[src/rtl/mem_stage.sv]
// Memory-access stage: drives a req/ready/rvalid data port, stalls upstream until the access
// completes, lane-aligns stores and loads, and registers the MEM/WB result.
// Optional build macro: MEM_STAGE_MISALIGN_TRAP_EN (misaligned word/halfword accesses raise o_err).
module mem_stage #(
    parameter int MAX_WAIT = 0
) (
    input  logic        i_clk,
    input  logic        i_rst,
    input  logic        i_valid,
    input  logic [31:0] i_result,
    input  logic [31:0] i_mem_addr,
    input  logic [3:0]  i_mask,
    input  logic        i_unsigned,
    input  logic [31:0] i_store_data,
    input  logic        i_MemRead,
    input  logic        i_MemWrite,
    input  logic        i_MemtoReg,
    input  logic        i_RegWrite,
    input  logic [4:0]  i_rd_waddr,
    output logic        o_stall,
    output logic        o_dmem_req,
    output logic [31:0] o_dmem_addr,
    output logic        o_dmem_wen,
    output logic [3:0]  o_dmem_mask,
    output logic [31:0] o_dmem_wdata,
    input  logic        i_dmem_ready,
    input  logic        i_dmem_rvalid,
    input  logic [31:0] i_dmem_rdata,
    output logic        o_valid,
    output logic [31:0] o_wb_data,
    output logic [4:0]  o_rd_waddr,
    output logic        o_RegWrite,
    output logic        o_err
);

    // The counter only needs to reach MAX_WAIT-1; keep at least one bit when the timeout is off.
    localparam int CNT_W = (MAX_WAIT > 1) ? $clog2(MAX_WAIT) : 1;
    localparam logic [CNT_W-1:0] CNT_LAST = (MAX_WAIT > 0) ? CNT_W'(MAX_WAIT - 1) : '0;

    typedef enum logic [1:0] {
        IDLE = 2'd0,
        REQ  = 2'd1,
        WAIT = 2'd2
    } state_t;

    state_t           state_reg;
    logic [CNT_W-1:0] wait_cnt_reg;

    logic [31:0] addr_reg;
    logic [3:0]  mask_reg;
    logic [31:0] wdata_reg;
    logic        wen_reg;
    logic [31:0] result_reg;
    logic        unsigned_reg;
    logic        memtoreg_reg;
    logic        regwrite_reg;
    logic [4:0]  rd_reg;

    logic        mem_op;
    logic        mask_legal;
    logic        byte_mode;
    logic        half_mode;
    logic        start_access;
    logic        in_req;
    logic        in_wait;
    logic        rsp_done;
    logic        timeout_hit;
    logic [31:0] wdata_lane;
    logic [31:0] load_val;
    logic [31:0] byte_ext [4];

    assign mem_op = i_valid && (i_MemRead || i_MemWrite);

    always_comb begin
        mask_legal = 1'b0;
        byte_mode  = 1'b0;
        half_mode  = 1'b0;
        case (i_mask)
            4'b0001, 4'b0010, 4'b0100, 4'b1000: begin
                mask_legal = 1'b1;
                byte_mode  = 1'b1;
            end
            4'b0011, 4'b1100: begin
                half_mode = 1'b1;
`ifdef MEM_STAGE_MISALIGN_TRAP_EN
                mask_legal = !i_result[0];
`else
                mask_legal = 1'b1;
`endif
            end
            4'b1111: begin
`ifdef MEM_STAGE_MISALIGN_TRAP_EN
                mask_legal = (i_result[1:0] == 2'b00);
`else
                mask_legal = 1'b1;
`endif
            end
            default: mask_legal = 1'b0;
        endcase
    end

    // Store replication: each lane takes the byte/half it would hold if the access landed there.
    generate
        for (genvar gi = 0; gi < 4; gi++) begin : g_store_lane
            assign wdata_lane[8*gi +: 8] = byte_mode ? i_store_data[7:0] :
                                           half_mode ? i_store_data[8*(gi%2) +: 8] :
                                                       i_store_data[8*gi +: 8];
        end
    endgenerate

    generate
        for (genvar gi = 0; gi < 4; gi++) begin : g_load_lane
            assign byte_ext[gi] = {{24{!unsigned_reg && i_dmem_rdata[8*gi+7]}},
                                   i_dmem_rdata[8*gi +: 8]};
        end
    endgenerate

    always_comb begin
        load_val = i_dmem_rdata;
        case (mask_reg)
            4'b0001: load_val = byte_ext[0];
            4'b0010: load_val = byte_ext[1];
            4'b0100: load_val = byte_ext[2];
            4'b1000: load_val = byte_ext[3];
            4'b0011: load_val = {{16{!unsigned_reg && i_dmem_rdata[15]}}, i_dmem_rdata[15:0]};
            4'b1100: load_val = {{16{!unsigned_reg && i_dmem_rdata[31]}}, i_dmem_rdata[31:16]};
            default: load_val = i_dmem_rdata;
        endcase
    end

    assign in_req       = (state_reg == REQ);
    assign in_wait      = (state_reg == WAIT);
    assign start_access = !i_rst && (state_reg == IDLE) && mem_op && mask_legal;
    assign rsp_done     = in_wait && i_dmem_rvalid;
    assign timeout_hit  = (MAX_WAIT > 0) && (wait_cnt_reg == CNT_LAST);

    // Request fields come live from execute in IDLE and from the captured copies afterwards.
    assign o_dmem_req   = start_access || (!i_rst && in_req);
    assign o_dmem_addr  = (state_reg == IDLE) ? i_mem_addr : addr_reg;
    assign o_dmem_mask  = (state_reg == IDLE) ? i_mask     : mask_reg;
    assign o_dmem_wdata = (state_reg == IDLE) ? wdata_lane : wdata_reg;
    assign o_dmem_wen   = (state_reg == IDLE) ? i_MemWrite : wen_reg;

    // Stall drops in the completing cycle so upstream advances on the same edge we register.
    assign o_stall = !i_rst &&
                     (start_access || in_req || (in_wait && !rsp_done && !timeout_hit));

    always_ff @(posedge i_clk) begin
        if (i_rst) begin
            state_reg    <= IDLE;
            wait_cnt_reg <= '0;
            o_valid      <= 1'b0;
            o_RegWrite   <= 1'b0;
            o_err        <= 1'b0;
            o_wb_data    <= '0;
            o_rd_waddr   <= '0;
            addr_reg     <= '0;
            mask_reg     <= '0;
            wdata_reg    <= '0;
            wen_reg      <= 1'b0;
            result_reg   <= '0;
            unsigned_reg <= 1'b0;
            memtoreg_reg <= 1'b0;
            regwrite_reg <= 1'b0;
            rd_reg       <= '0;
        end else begin
            o_valid    <= 1'b0;
            o_RegWrite <= 1'b0;
            o_err      <= 1'b0;
            case (state_reg)
                IDLE: begin
                    if (start_access) begin
                        addr_reg     <= i_mem_addr;
                        mask_reg     <= i_mask;
                        wdata_reg    <= wdata_lane;
                        wen_reg      <= i_MemWrite;
                        result_reg   <= i_result;
                        unsigned_reg <= i_unsigned;
                        memtoreg_reg <= i_MemtoReg;
                        regwrite_reg <= i_RegWrite;
                        rd_reg       <= i_rd_waddr;
                        wait_cnt_reg <= '0;
                        state_reg    <= i_dmem_ready ? WAIT : REQ;
                    end else if (i_valid) begin
                        o_valid    <= 1'b1;
                        o_rd_waddr <= i_rd_waddr;
                        if (mem_op) begin
                            // Rejected mask or misalignment: no bus cycle, flag the error.
                            o_err     <= 1'b1;
                            o_wb_data <= '0;
                        end else begin
                            o_wb_data  <= i_result;
                            o_RegWrite <= i_RegWrite;
                        end
                    end
                end
                REQ: begin
                    if (i_dmem_ready) begin
                        wait_cnt_reg <= '0;
                        state_reg    <= WAIT;
                    end
                end
                WAIT: begin
                    if (i_dmem_rvalid) begin
                        o_valid    <= 1'b1;
                        o_rd_waddr <= rd_reg;
                        o_wb_data  <= memtoreg_reg ? load_val : result_reg;
                        o_RegWrite <= regwrite_reg && !wen_reg;
                        state_reg  <= IDLE;
                    end else if (timeout_hit) begin
                        o_valid    <= 1'b1;
                        o_err      <= 1'b1;
                        o_rd_waddr <= rd_reg;
                        o_wb_data  <= '0;
                        state_reg  <= IDLE;
                    end else if (MAX_WAIT > 0) begin
                        wait_cnt_reg <= wait_cnt_reg + CNT_W'(1);
                    end
                end
                default: state_reg <= IDLE;
            endcase
        end
    end

endmodule

[config.mk]
export PLATFORM = sky130hd
export DESIGN_NAME = mem_stage
export DESIGN_NICKNAME = d
export VERILOG_FILES = /design/src/rtl/mem_stage.sv
export SDC_FILE = /design/constraint.sdc
export NUM_CORES = 1
export LEC_CHECK = 0
export BUFFER_PORTS_ARGS = -buffer_cell sky130_fd_sc_hd__clkbuf_2
export CORE_MARGIN = 4
export CORE_UTILIZATION = 48
export CTS_BUF_LIST = sky130_fd_sc_hd__clkbuf_4 sky130_fd_sc_hd__clkbuf_8
export DETAILED_ROUTE_END_ITERATION = 6
export PLACE_DENSITY = 0.79
export SETUP_SLACK_MARGIN = 0.02
export SKIP_LAST_GASP = 1
export SYNTH_ARGS = -nofsm -noshare
export SYNTH_HDL_FRONTEND = slang
export SYNTH_SLANG_ARGS = --single-unit
[constraint.sdc]
create_clock -name i_clk -period 3.07 [get_ports i_clk]
set_clock_uncertainty 0.05 [all_clocks]
set_input_delay 0.7675 -clock i_clk [delete_from_list [all_inputs] [get_ports i_clk]]
set_output_delay 0.7675 -clock i_clk [all_outputs]
set_load 0.1 [all_outputs]
==> metrics <==
status finished with violations; failing checks design-rule violations, negative setup slack; most frequent cells in the layout 206 x nand2_1, 199 x clkbuf_2, 158 x a21oi_1; Final Hold Fails 0; Chip Width 140 um; met2 Use GR roughly 45%; setup TNS -4170 ps; first drt pass iteration count 7; CTS tree yes; Max Buffers Root-to-Sink 2; VDD IR-drop max 0.379 mV; worst hold-check path type reg -> reg; largest net degree at the start of global routing 106; Setup crit end kind primary output; Mapped Avg Cell Area between 7 and 8 um2; critical path data required time about 2300 ps; Cells after Synth 1070; switching share of power 42.0%; fmax 302 MHz; CTS H-tree depth 4; r2r setup slk a little over 400 ps; row cnt 48; Yosys cell types 61; power per cell area 515 nW/um2; combinational share of power around 40%; mux cell area share after synthesis 10.2%; DRC Markers 4; dpl hpwl 19.2 mm; Worst Path Max Fanout 8; startpoint types input pin; met1 Usage GRT 36.0%; grt ovf 0; Slew headroom approximately a fifth; clock share of power between 20% and 30%; Die Area slightly below 20000 um2; NetSw 0.00259 W; Setup WS post-layout -246 ps; internal power roughly 0.0036 W; Arr. time, crit path 2500 ps; largest family of logic cells by synthesized area compound AO/OA/AOI/OAI gates; Post-Synth Adder-Cell Area 0%; global routing's busiest layer met2; Synth Flop Type dfxtp_1; first-pass GRT wire length 46.2 mm; hold buffers post-CTS 0; Seq/Total Area, Yosys 35.9%; part of the power in registers 34.4%; GP Congestion 0.916; initial drt markers about 1100; compound-gate portion of the synthesized area between 30% and 40%; Period minus WS final 3320 ps; Synth Area in XOR/XNOR 0.505%; fin crit share 108%; Post-synth EDFFs 0; Starting Density 48.9%; clk sinks ~150; initial antenna violation count 3; via count 9285; CTS clk-pin slew, worst paths 90 ps; Area Overhead vs Synth 42.2%; Pleak between 4 and 5 nW; hold path startpoint wdata_reg[0]$_SDFFE_PP0P_; layout cell share with drive strength beyond 1 37.9%; critical path type in -> out; routed wire length 30.1 mm; post-synthesis cell area 8420 um2; Max Slew Vio Count 0; #FFs+latches synth 151; Num CTS Buffers 17; Die Y 140 um; area of the core about 17000 um2; final net count 1470; vias in the first global route a little under 9000; Worst-Skew Late Latency roughly 450 ps; fin util 69.5%; post-route ant nets 0; RSZ-0062 raised after global routing yes; final setup fails 26; asr flop ratio synth 0%; post-synth net total 1217; simple-gate share of the synthesized area roughly 17%; CTS Root Cell clkbuf_8; worst slew pin tran 1180 ps; I/O pins 258; # port buffers 257; GR Layer Usage met3 ~8%; Synthesis Warnings 0; r2r startpoint mask_reg[0]$_SDFFE_PP0P_; Setup crit start i_mask[3]; vias per inst roughly 5.9; Max-Cap Viols 0; all-layer global routing usage 28.7%; most common cell after layout, fill and taps aside nand2_1; WL/cell 19.3 um
[path summary, 6_finish.rpt]
| path | endpoint | depth (start not counted) |
|---|---|---|
| hold reg to reg | wdata_reg[0]$_SDFFE_PP0P_ | 2 |
| hold / removal | wdata_reg[0]$_SDFFE_PP0P_ | 2 |
| setup / recovery | o_dmem_wdata[29] | 10 |
| setup reg to reg | o_wb_data[17]$_SDFFE_PP0P_ | 6 |
[cell type report]
type	count	area (um2)
antenna	2	5.00
clock buffer	19	255
clock inverter	13	146
fill	1267	5260
inverter	19	71.3
multi-input combinational	798	5600
sequential	151	3020
tap	225	282
timing repair buffer	336	2600
[critical path: stages]
cell and delay (ps):
clkbuf_16 130, buf_6 120, buf_6 110, nor4bb_4 160
a31oi_4 170, buf_12 200, mux2i_4 260, a21oi_1 100
mux2_4 300, buf_12 170
[layer usage]
layer	vias up	routed length, um	share of wire [%]
met4	2	1140	3.8
met5	-	13	0.043
li1	4362	-	-
met1	4392	11900	39
met2	444	14400	48
met3	85	2740	9.1
[cell families (layout without fill, tap and decap cells)]
logic type	count (synthesis)	in the layout
AND/OR/NAND/NOR	333	333
XOR/XNOR	4	4
buffers and inverters	122	387
flip-flops	151	151
AO/OA/AOI/OAI	381	382
other	0	2
multiplexers	79	79
[power groups by stage]
stage | Combinational, W | Sequential (W) | Clock (W)
after floorplan | 0.00134 | 0.00249 | 0
after global placement | 0.00231 | 0.00216 | 0
after detailed placement | 0.00234 | 0.00216 | 0
after CTS | 0.00242 | 0.00212 | 0.00159
after global routing | 0.00257 | 0.00213 | 0.00168
final | 0.00247 | 0.00212 | 0.00158
[repair_timing]
item | 4_1_cts | 5_1_grt
gates resized for setup | 41 | 38
endpoints found under the setup margin | 25 | 54
pin swaps | 19 | 8
gates cloned | 1 | 1
setup buffers | 11 | 6
[metrics by stage]
stage | total power [W] | hold slack (ps) | worst slack [ps] | cells | cell area [um2]
5_1_grt | 0.00638 | 423 | -278 | 1563 | 12000
2_1_floorplan | 0.00382 | 381 | -277 | 1070 | 8860
4_1_cts | 0.00613 | 406 | -158 | 1554 | 11800
6_report | 0.00617 | 404 | -246 | 1563 | 12000
3_3_place_gp | 0.00447 | 389 | -613 | 1510 | 11000
3_5_place_dp | 0.00450 | 394 | -650 | 1510 | 11000
[Yosys cell counts, types with 8 or more instances]
library cell	instances	area, um2
a2111oi_2	8	120
a211o_1	15	131
a211oi_1	38	285
a21o_1	10	75.1
a21oi_1	182	911
a22o_1	23	201
a311oi_1	20	175
buf_2	35	175
clkbuf_1	60	225
dfxtp_1	151	3020
inv_1	19	71.3
mux2_2	54	608
mux2i_1	25	250
nand2_1	207	777
nand2b_1	11	68.8
nand3b_1	8	60.1
nor2_1	79	297
o211ai_1	10	75.1
o21ai_0	16	80.1
o31ai_1	16	120
No activity file was read; power rests on OpenSTA's default activity.
